## src/rtl/j11bus_arb.sv

```systemverilog
// Two-master (CPU / DMA) arbiter and address decoder for the 22-bit J11 system bus.
// Routes each granted cycle to memory or the I/O page; unanswered or out-of-range cycles complete as NXM.
module j11bus_arb #(
    parameter logic [21:0] MEMTOP  = 22'h3C0000,
    parameter int          TIMEOUT = 64
) (
    input  logic        clk,
    input  logic        rst,
    input  logic        m0_req,
    input  logic        m0_wr,
    input  logic        m0_gp,
    input  logic        m0_irq,
    input  logic [21:0] m0_addr,
    input  logic [15:0] m0_wdata,
    output logic        m0_ack,
    output logic [15:0] m0_rdata,
    input  logic        m1_req,
    input  logic        m1_wr,
    input  logic [21:0] m1_addr,
    input  logic [15:0] m1_wdata,
    output logic        m1_ack,
    output logic [15:0] m1_rdata,
    output logic        mem_req,
    output logic        mem_wr,
    output logic [21:0] mem_addr,
    output logic [15:0] mem_wdata,
    input  logic        mem_ack,
    input  logic [15:0] mem_rdata,
    output logic        io_req,
    output logic        io_wr,
    output logic        io_gp,
    output logic        io_irq,
    output logic [12:0] io_addr,
    output logic [15:0] io_wdata,
    input  logic        io_ack,
    input  logic [15:0] io_rdata,
    output logic        nxm,
    output logic [21:0] nxm_addr
);

    typedef enum logic [1:0] {
        S_IDLE  = 2'd0,
        S_ISSUE = 2'd1,
        S_WAIT  = 2'd2,
        S_DONE  = 2'd3
    } state_t;

    localparam logic [1:0] T_MEM    = 2'd0;
    localparam logic [1:0] T_IO     = 2'd1;
    localparam logic [1:0] T_NXM    = 2'd2;
    localparam logic [7:0] CNT_LAST = 8'(TIMEOUT - 1);

    function automatic logic [1:0] f_decode(input logic gp, input logic irq, input logic [21:0] addr);
        if (gp || irq) begin
            f_decode = T_IO;
        end else if (addr[21:13] == 9'h1FF) begin
            f_decode = T_IO;
        end else if (addr < MEMTOP) begin
            f_decode = T_MEM;
        end else begin
            f_decode = T_NXM;
        end
    endfunction

    state_t      r_state;
    state_t      w_state_nxt;
    logic [1:0]  r_pend;
    logic [1:0]  w_req;
    logic [1:0]  w_done_mask;
    logic [1:0]  w_pend_nxt;
    logic        r_rr;
    logic        r_sel;
    logic        r_wr;
    logic [1:0]  r_tgt;
    logic [21:0] r_addr;
    logic [7:0]  r_cnt;
    logic        w_grant;
    logic        w_gsel;
    logic        w_g_wr;
    logic        w_g_gp;
    logic        w_g_irq;
    logic [21:0] w_g_addr;
    logic [15:0] w_g_wdata;
    logic [1:0]  w_g_tgt;
    logic        w_sack;
    logic [15:0] w_srdata;
    logic        w_done_nxm;
    logic [15:0] w_done_rdata;

    assign w_req = {m1_req, m0_req};

    // Pending flags: set by request pulses, the finishing master's flag cleared in DONE (a fresh pulse wins).
    always_comb begin
        w_done_mask = 2'b00;
        if (r_state == S_DONE) begin
            w_done_mask = r_sel ? 2'b10 : 2'b01;
        end else begin
            w_done_mask = 2'b00;
        end
        w_pend_nxt = (r_pend & ~w_done_mask) | w_req;
    end

    // Round-robin arbitration, evaluated only when no cycle is in flight.
    always_comb begin
        w_grant = 1'b0;
        w_gsel  = 1'b0;
        if ((r_state == S_IDLE) || (r_state == S_DONE)) begin
            case (w_pend_nxt)
                2'b01:   begin w_grant = 1'b1; w_gsel = 1'b0; end
                2'b10:   begin w_grant = 1'b1; w_gsel = 1'b1; end
                2'b11:   begin w_grant = 1'b1; w_gsel = r_rr; end
                default: begin w_grant = 1'b0; w_gsel = 1'b0; end
            endcase
        end else begin
            w_grant = 1'b0;
            w_gsel  = 1'b0;
        end
    end

    // Attribute mux for the granted master; DMA cycles never carry gp/irq.
    always_comb begin
        w_g_wr    = 1'b0;
        w_g_gp    = 1'b0;
        w_g_irq   = 1'b0;
        w_g_addr  = 22'h000000;
        w_g_wdata = 16'h0000;
        if (w_gsel) begin
            w_g_wr    = m1_wr;
            w_g_addr  = m1_addr;
            w_g_wdata = m1_wdata;
        end else begin
            w_g_wr    = m0_wr;
            w_g_gp    = m0_gp;
            w_g_irq   = m0_irq;
            w_g_addr  = m0_addr;
            w_g_wdata = m0_wdata;
        end
        w_g_tgt = f_decode(w_g_gp, w_g_irq, w_g_addr);
    end

    // Only the decoded slave's ack and data are visible to the FSM.
    always_comb begin
        w_sack   = 1'b0;
        w_srdata = 16'h0000;
        case (r_tgt)
            T_MEM:   begin w_sack = mem_ack; w_srdata = mem_rdata; end
            T_IO:    begin w_sack = io_ack;  w_srdata = io_rdata;  end
            default: begin w_sack = 1'b0;    w_srdata = 16'h0000;  end
        endcase
    end

    // Next-state logic plus the completion status handed to the master in DONE.
    always_comb begin
        w_state_nxt  = r_state;
        w_done_nxm   = 1'b0;
        w_done_rdata = 16'h0000;
        case (r_state)
            S_IDLE: begin
                w_state_nxt = w_grant ? S_ISSUE : S_IDLE;
            end
            S_ISSUE: begin
                if (r_tgt == T_NXM) begin
                    w_state_nxt = S_DONE;
                    w_done_nxm  = 1'b1;
                end else begin
                    w_state_nxt = S_WAIT;
                end
            end
            S_WAIT: begin
                // An ack in the final timeout cycle still wins over NXM.
                if (w_sack) begin
                    w_state_nxt  = S_DONE;
                    w_done_rdata = r_wr ? 16'h0000 : w_srdata;
                end else if (r_cnt == CNT_LAST) begin
                    w_state_nxt = S_DONE;
                    w_done_nxm  = 1'b1;
                end else begin
                    w_state_nxt = S_WAIT;
                end
            end
            S_DONE: begin
                w_state_nxt = w_grant ? S_ISSUE : S_IDLE;
            end
            default: begin
                w_state_nxt = S_IDLE;
            end
        endcase
    end

    // State register.
    always_ff @(posedge clk) begin
        if (rst) begin
            r_state <= S_IDLE;
        end else begin
            r_state <= w_state_nxt;
        end
    end

    // Grant bookkeeping, decoded cycle attributes and the timeout counter.
    always_ff @(posedge clk) begin
        if (rst) begin
            r_pend <= 2'b00;
            r_rr   <= 1'b0;
            r_sel  <= 1'b0;
            r_wr   <= 1'b0;
            r_tgt  <= T_MEM;
            r_addr <= 22'h000000;
            r_cnt  <= 8'h00;
        end else begin
            r_pend <= w_pend_nxt;
            if (w_grant) begin
                r_rr   <= ~w_gsel;
                r_sel  <= w_gsel;
                r_wr   <= w_g_wr;
                r_tgt  <= w_g_tgt;
                r_addr <= w_g_addr;
            end
            if (r_state == S_ISSUE) begin
                r_cnt <= 8'h00;
            end else if (r_state == S_WAIT) begin
                r_cnt <= r_cnt + 8'h01;
            end
        end
    end

    // Registered bus outputs: slave fields load on grant and hold through WAIT; master status loads on DONE.
    always_ff @(posedge clk) begin
        if (rst) begin
            mem_req   <= 1'b0;
            mem_wr    <= 1'b0;
            mem_addr  <= 22'h000000;
            mem_wdata <= 16'h0000;
            io_req    <= 1'b0;
            io_wr     <= 1'b0;
            io_gp     <= 1'b0;
            io_irq    <= 1'b0;
            io_addr   <= 13'h0000;
            io_wdata  <= 16'h0000;
            m0_ack    <= 1'b0;
            m0_rdata  <= 16'h0000;
            m1_ack    <= 1'b0;
            m1_rdata  <= 16'h0000;
            nxm       <= 1'b0;
            nxm_addr  <= 22'h000000;
        end else begin
            mem_req <= w_grant && (w_g_tgt == T_MEM);
            io_req  <= w_grant && (w_g_tgt == T_IO);
            if (w_grant) begin
                mem_wr    <= (w_g_tgt == T_MEM) ? w_g_wr    : 1'b0;
                mem_addr  <= (w_g_tgt == T_MEM) ? w_g_addr  : 22'h000000;
                mem_wdata <= (w_g_tgt == T_MEM) ? w_g_wdata : 16'h0000;
                io_wr     <= (w_g_tgt == T_IO)  ? w_g_wr          : 1'b0;
                io_gp     <= (w_g_tgt == T_IO)  ? w_g_gp          : 1'b0;
                io_irq    <= (w_g_tgt == T_IO)  ? w_g_irq         : 1'b0;
                io_addr   <= (w_g_tgt == T_IO)  ? w_g_addr[12:0]  : 13'h0000;
                io_wdata  <= (w_g_tgt == T_IO)  ? w_g_wdata       : 16'h0000;
            end else if (w_state_nxt != S_WAIT) begin
                mem_wr    <= 1'b0;
                mem_addr  <= 22'h000000;
                mem_wdata <= 16'h0000;
                io_wr     <= 1'b0;
                io_gp     <= 1'b0;
                io_irq    <= 1'b0;
                io_addr   <= 13'h0000;
                io_wdata  <= 16'h0000;
            end
            m0_ack <= (w_state_nxt == S_DONE) && !r_sel;
            m1_ack <= (w_state_nxt == S_DONE) && r_sel;
            nxm    <= (w_state_nxt == S_DONE) && w_done_nxm;
            if ((w_state_nxt == S_DONE) && !r_sel) begin
                m0_rdata <= w_done_rdata;
            end
            if ((w_state_nxt == S_DONE) && r_sel) begin
                m1_rdata <= w_done_rdata;
            end
            if ((w_state_nxt == S_DONE) && w_done_nxm) begin
                nxm_addr <= r_addr;
            end
        end
    end

endmodule

```

## config.mk

```make
export PLATFORM = sky130hd
export DESIGN_NAME = j11bus_arb
export DESIGN_NICKNAME = d
export VERILOG_FILES = /design/src/rtl/j11bus_arb.sv
export SDC_FILE = /design/constraint.sdc
export NUM_CORES = 1
export LEC_CHECK = 0
export BUFFER_PORTS_ARGS = -buffer_cell sky130_fd_sc_hd__buf_2
export CAP_MARGIN = 40
export CORE_MARGIN = 1.5
export CORE_UTILIZATION = 45
export CTS_CLUSTER_DIAMETER = 30
export DETAILED_ROUTE_END_ITERATION = 8
export PLACE_DENSITY = 0.74
export SETUP_SLACK_MARGIN = 0.1
export SLEW_MARGIN = 20
export SYNTH_ARGS = -nofsm -noshare
export SYNTH_HDL_FRONTEND = slang
export SYNTH_SLANG_ARGS = --single-unit
```

## constraint.sdc

```tcl
create_clock -name clk -period 3.3 [get_ports clk]
set_input_delay 0.66 -clock clk [delete_from_list [all_inputs] [get_ports clk]]
set_output_delay 0.66 -clock clk [all_outputs]
set_load 0.01 [all_outputs]
```

==> flow_summary.ini <==
[global_routing]
grt_pass1_wl_um = 26700
grt_start_max_net_pins = 72
gr-usage-all-layers = 0.214
grt_pass1_vias = 5320
grt_overflow_total = 0
initial_antenna_violation_count = 1

[routing]
detailroute.via_count = 5621
drt_pre_antenna_iters = 4
wl_per_cell_um = 15.6
postRouteAntennaNets = 0
vias_per_cell = 5.20
drt_drc_violations_left = 0
drt_first_iter_violations = 232
detailed_route_wire_length_um = 16900

[die]
initial_core_util = 0.458
die_area_sq_mm = 0.0155
floorplan.rows = 44
die_h_um = 124
io_pins = 248
die_w_um = 124
core_area_sq_mm = 0.0145

[pwr]
power.ir.vdd_worst_v = 0.000455
cellPowerDensity_mw_per_mm2 = 850
p_leak_nw = 3.97

[cts]
clock-root-buffer = sky130_fd_sc_hd__clkbuf_16
cts_tree = built
cts_htree_levels = 4
cts.path.max_buffers = 2
cts_setup_buffers = 0
ctsHoldBuffers = 0
clock_sink_count = 169
post_cts_resized = 0
worstSkewPairLatency_ns = 0.42
tritoncts.num_buffers = 17
clkSlewWorstSetupHoldPaths_ns = 0.07

[yosys]
syn-cell-area_sq_mm = 0.00664
synthesis.nets = 764
top_cells_by_area_synth = sky130_fd_sc_hd__dfxtp_1 51%, sky130_fd_sc_hd__mux2i_1 12%, sky130_fd_sc_hd__o2bb2ai_1 9.1%, sky130_fd_sc_hd__nand2_1 3.9%, sky130_fd_sc_hd__nor2_1 2.9%
synth_seq_cells = 169
yosys.cell_types.count = 49
synth.yosys.seq_area_share = 0.510
leading_area_contributor_after_synthesis = sky130_fd_sc_hd__dfxtp_1
ys.warnings.count = 0
synth.avg_cell_area_sq_um = 10.3
fraction_of_post_synthesis_cell_area_in_the_top_cell_type_by_area = 0.510
synthesis.instances = 642

[timing]
period_needed_ns = 2.56
final.setup.tns_ns = 0
whs_ns = 0.455
report.final.setup_viol = 0
timing_hold_violations_final = 0
final-max-slew-violation-count = 0
max_freq_mhz = 390
clock-skew-final_ns = 0.00778
slew_headroom = 0.511
grt_setup_unrepaired = no
tightestPinTransition_ns = 0.731
finalCritPeriodShare = 0.777

[worst_setup_path]
path_class = flip-flop to flip-flop
end_kind = flip-flop
critical-path-max-stage-delay_ns = 0.46
worst-endpoint-arrival_ns = 2.90
type_of_origin_of_the_critical_path = flip-flop
timing.critical_path.slowest_stage_cell = sky130_fd_sc_hd__nand3_1
path_cells = inv_1 -> ha_1 -> o21ai_0 -> nor2_1 -> buf_4 -> a21o_1 -> nand3_1 -> o2bb2ai_1
crit_required_ns = 3.64
rrSetupSlack_ns = 0.74
critPathMaxFanout = 17

[outcome]
run_status = completed

[job]
max_cap_viol_count = 0

[cells_and_area]
layout-area-overhead-vs-synth_pct = 29.8
post_route_cells_drive_above_1_share = 0.365
diodes = 0
nNetsFinal = 1005
final_util = 0.595
finalInstanceArea_sq_mm = 0.00862

[placement]
port-buffer-count = 247
placedInstanceArea_sq_mm = 0.00804
gpl.final_weighted_congestion = 0.934
place.detailed.hpwl_um = 12400

[min_path]
holdCritPathClass = flip-flop to flip-flop
[cell type report]
| class | count | area, sq um |
|---|---|---|
| multi-input combinational | 421 | 2990 |
| sequential | 169 | 3380 |
| clock inverter | 12 | 113 |
| clock buffer | 20 | 467 |
| inverter | 7 | 26.3 |
| fill | 1276 | 5860 |
| tap | 184 | 230 |
| timing repair buffer | 267 | 1410 |
[power breakdown]
group | total, mW | leakage [nW] | internal, mW | switching [mW]
sequential | 2.77 | 1.38 | 2.51 | 0.257
clock | 1.93 | 0.284 | 1.11 | 0.825
combinational | 2.62 | 2.31 | 1.02 | 1.59
total | 7.32 | 3.97 | 4.65 | 2.68
[stage by stage]
stage | instances | total power [mW] | setup WS, ns
CTS | 1080 | 7.38 | 0.710
global route | 1080 | 7.76 | 0.439
global placement | 1047 | 5.41 | 0.677
finish | 1080 | 7.32 | 0.737
floorplan | 642 | 4.58 | 1.11
detailed placement | 1048 | 5.43 | 0.658
[state kept, by name, indices dropped and copies added (netlist names), 8 cells and up]
name,cells
io_wdata,16
r_addr,22
r_cnt,8
m0_rdata,16
m1_rdata,16
io_addr,13
mem_wdata,16
nxm_addr,22
mem_addr,22
[final timing paths]
check,start,endpoint,depth (start not counted)
worst max-delay path,r_state[0],io_addr[12],8
worst min-delay path,m1_rdata[10],m1_rdata[10],2
worst max register to register,r_state[0],io_addr[12],8
worst min register to register,m1_rdata[10],m1_rdata[10],2
[synth_stat cells (all sizes together)]
master	count
a2111oi	1
a211oi	9
a21boi	1
a21o	15
a21oi	18
a221oi	1
a31oi	2
a32o	2
and2	1
and3	2
and3b	2
and4	2
buf	22
clkbuf	23
clkinv	1
dfxtp	169
ha	4
inv	6
mux2	17
mux2i	80
nand2	69
nand2b	1
nand3	23
nand4	5
nand4bb	1
nor2	52
nor2b	1
nor3	4
nor3b	1
nor4	3
o21ai	22
o21ba	1
o22a	1
o2bb2ai	69
o31ai	1
or2	2
or3	1
xnor2	1
xor2	6
[worst max-delay path: cells and delay by family (launching register included)]
family                     cells  cell delay (ns)
adders and majority gates      1             0.45
DFF                            1             0.36
AOI/OAI and AO/OA              3             0.70
buffers and inverters          2             0.30
and+or+nand+nor                2             0.66
[cells in the final DEF, fill, tap and decap left out, types with 15 or more instances in the layout]
cell type	count
sky130_fd_sc_hd__a21o_1	15
sky130_fd_sc_hd__a21oi_1	18
sky130_fd_sc_hd__buf_2	247
sky130_fd_sc_hd__buf_4	18
sky130_fd_sc_hd__clkbuf_16	17
sky130_fd_sc_hd__dfxtp_1	169
sky130_fd_sc_hd__mux2_2	16
sky130_fd_sc_hd__mux2i_1	80
sky130_fd_sc_hd__nand2_1	69
sky130_fd_sc_hd__nand3_1	23
sky130_fd_sc_hd__nor2_1	51
sky130_fd_sc_hd__o21ai_0	16
sky130_fd_sc_hd__o2bb2ai_1	69
[kinds of logic (layout without fill, tap and decap cells)]
logic type / Yosys count / count (layout) / share of synthesized area
AO/OA/AOI/OAI: 143 / 143 / 0.164
XOR/XNOR: 7 / 7 / 0.00924
adder cells (fa/ha/maj): 4 / 4 / 0.00754
buffers and inverters: 52 / 306 / 0.0434
flip-flops: 169 / 169 / 0.510
multiplexers: 97 / 97 / 0.149
AND/OR/NAND/NOR: 170 / 170 / 0.116
[metal layers]
| layer | routed length, um | up-vias | GRT usage |
|---|---|---|---|
| li1 | - | 2806 | - |
| met1 | 7690 | 2568 | 0.278 |
| met2 | 7540 | 219 | 0.333 |
| met3 | 1310 | 28 | 0.0696 |
| met4 | 323 | 0 | 0.0811 |
| met5 | 0 | - | 0 |
No activity file was read; power rests on OpenSTA's default activity.
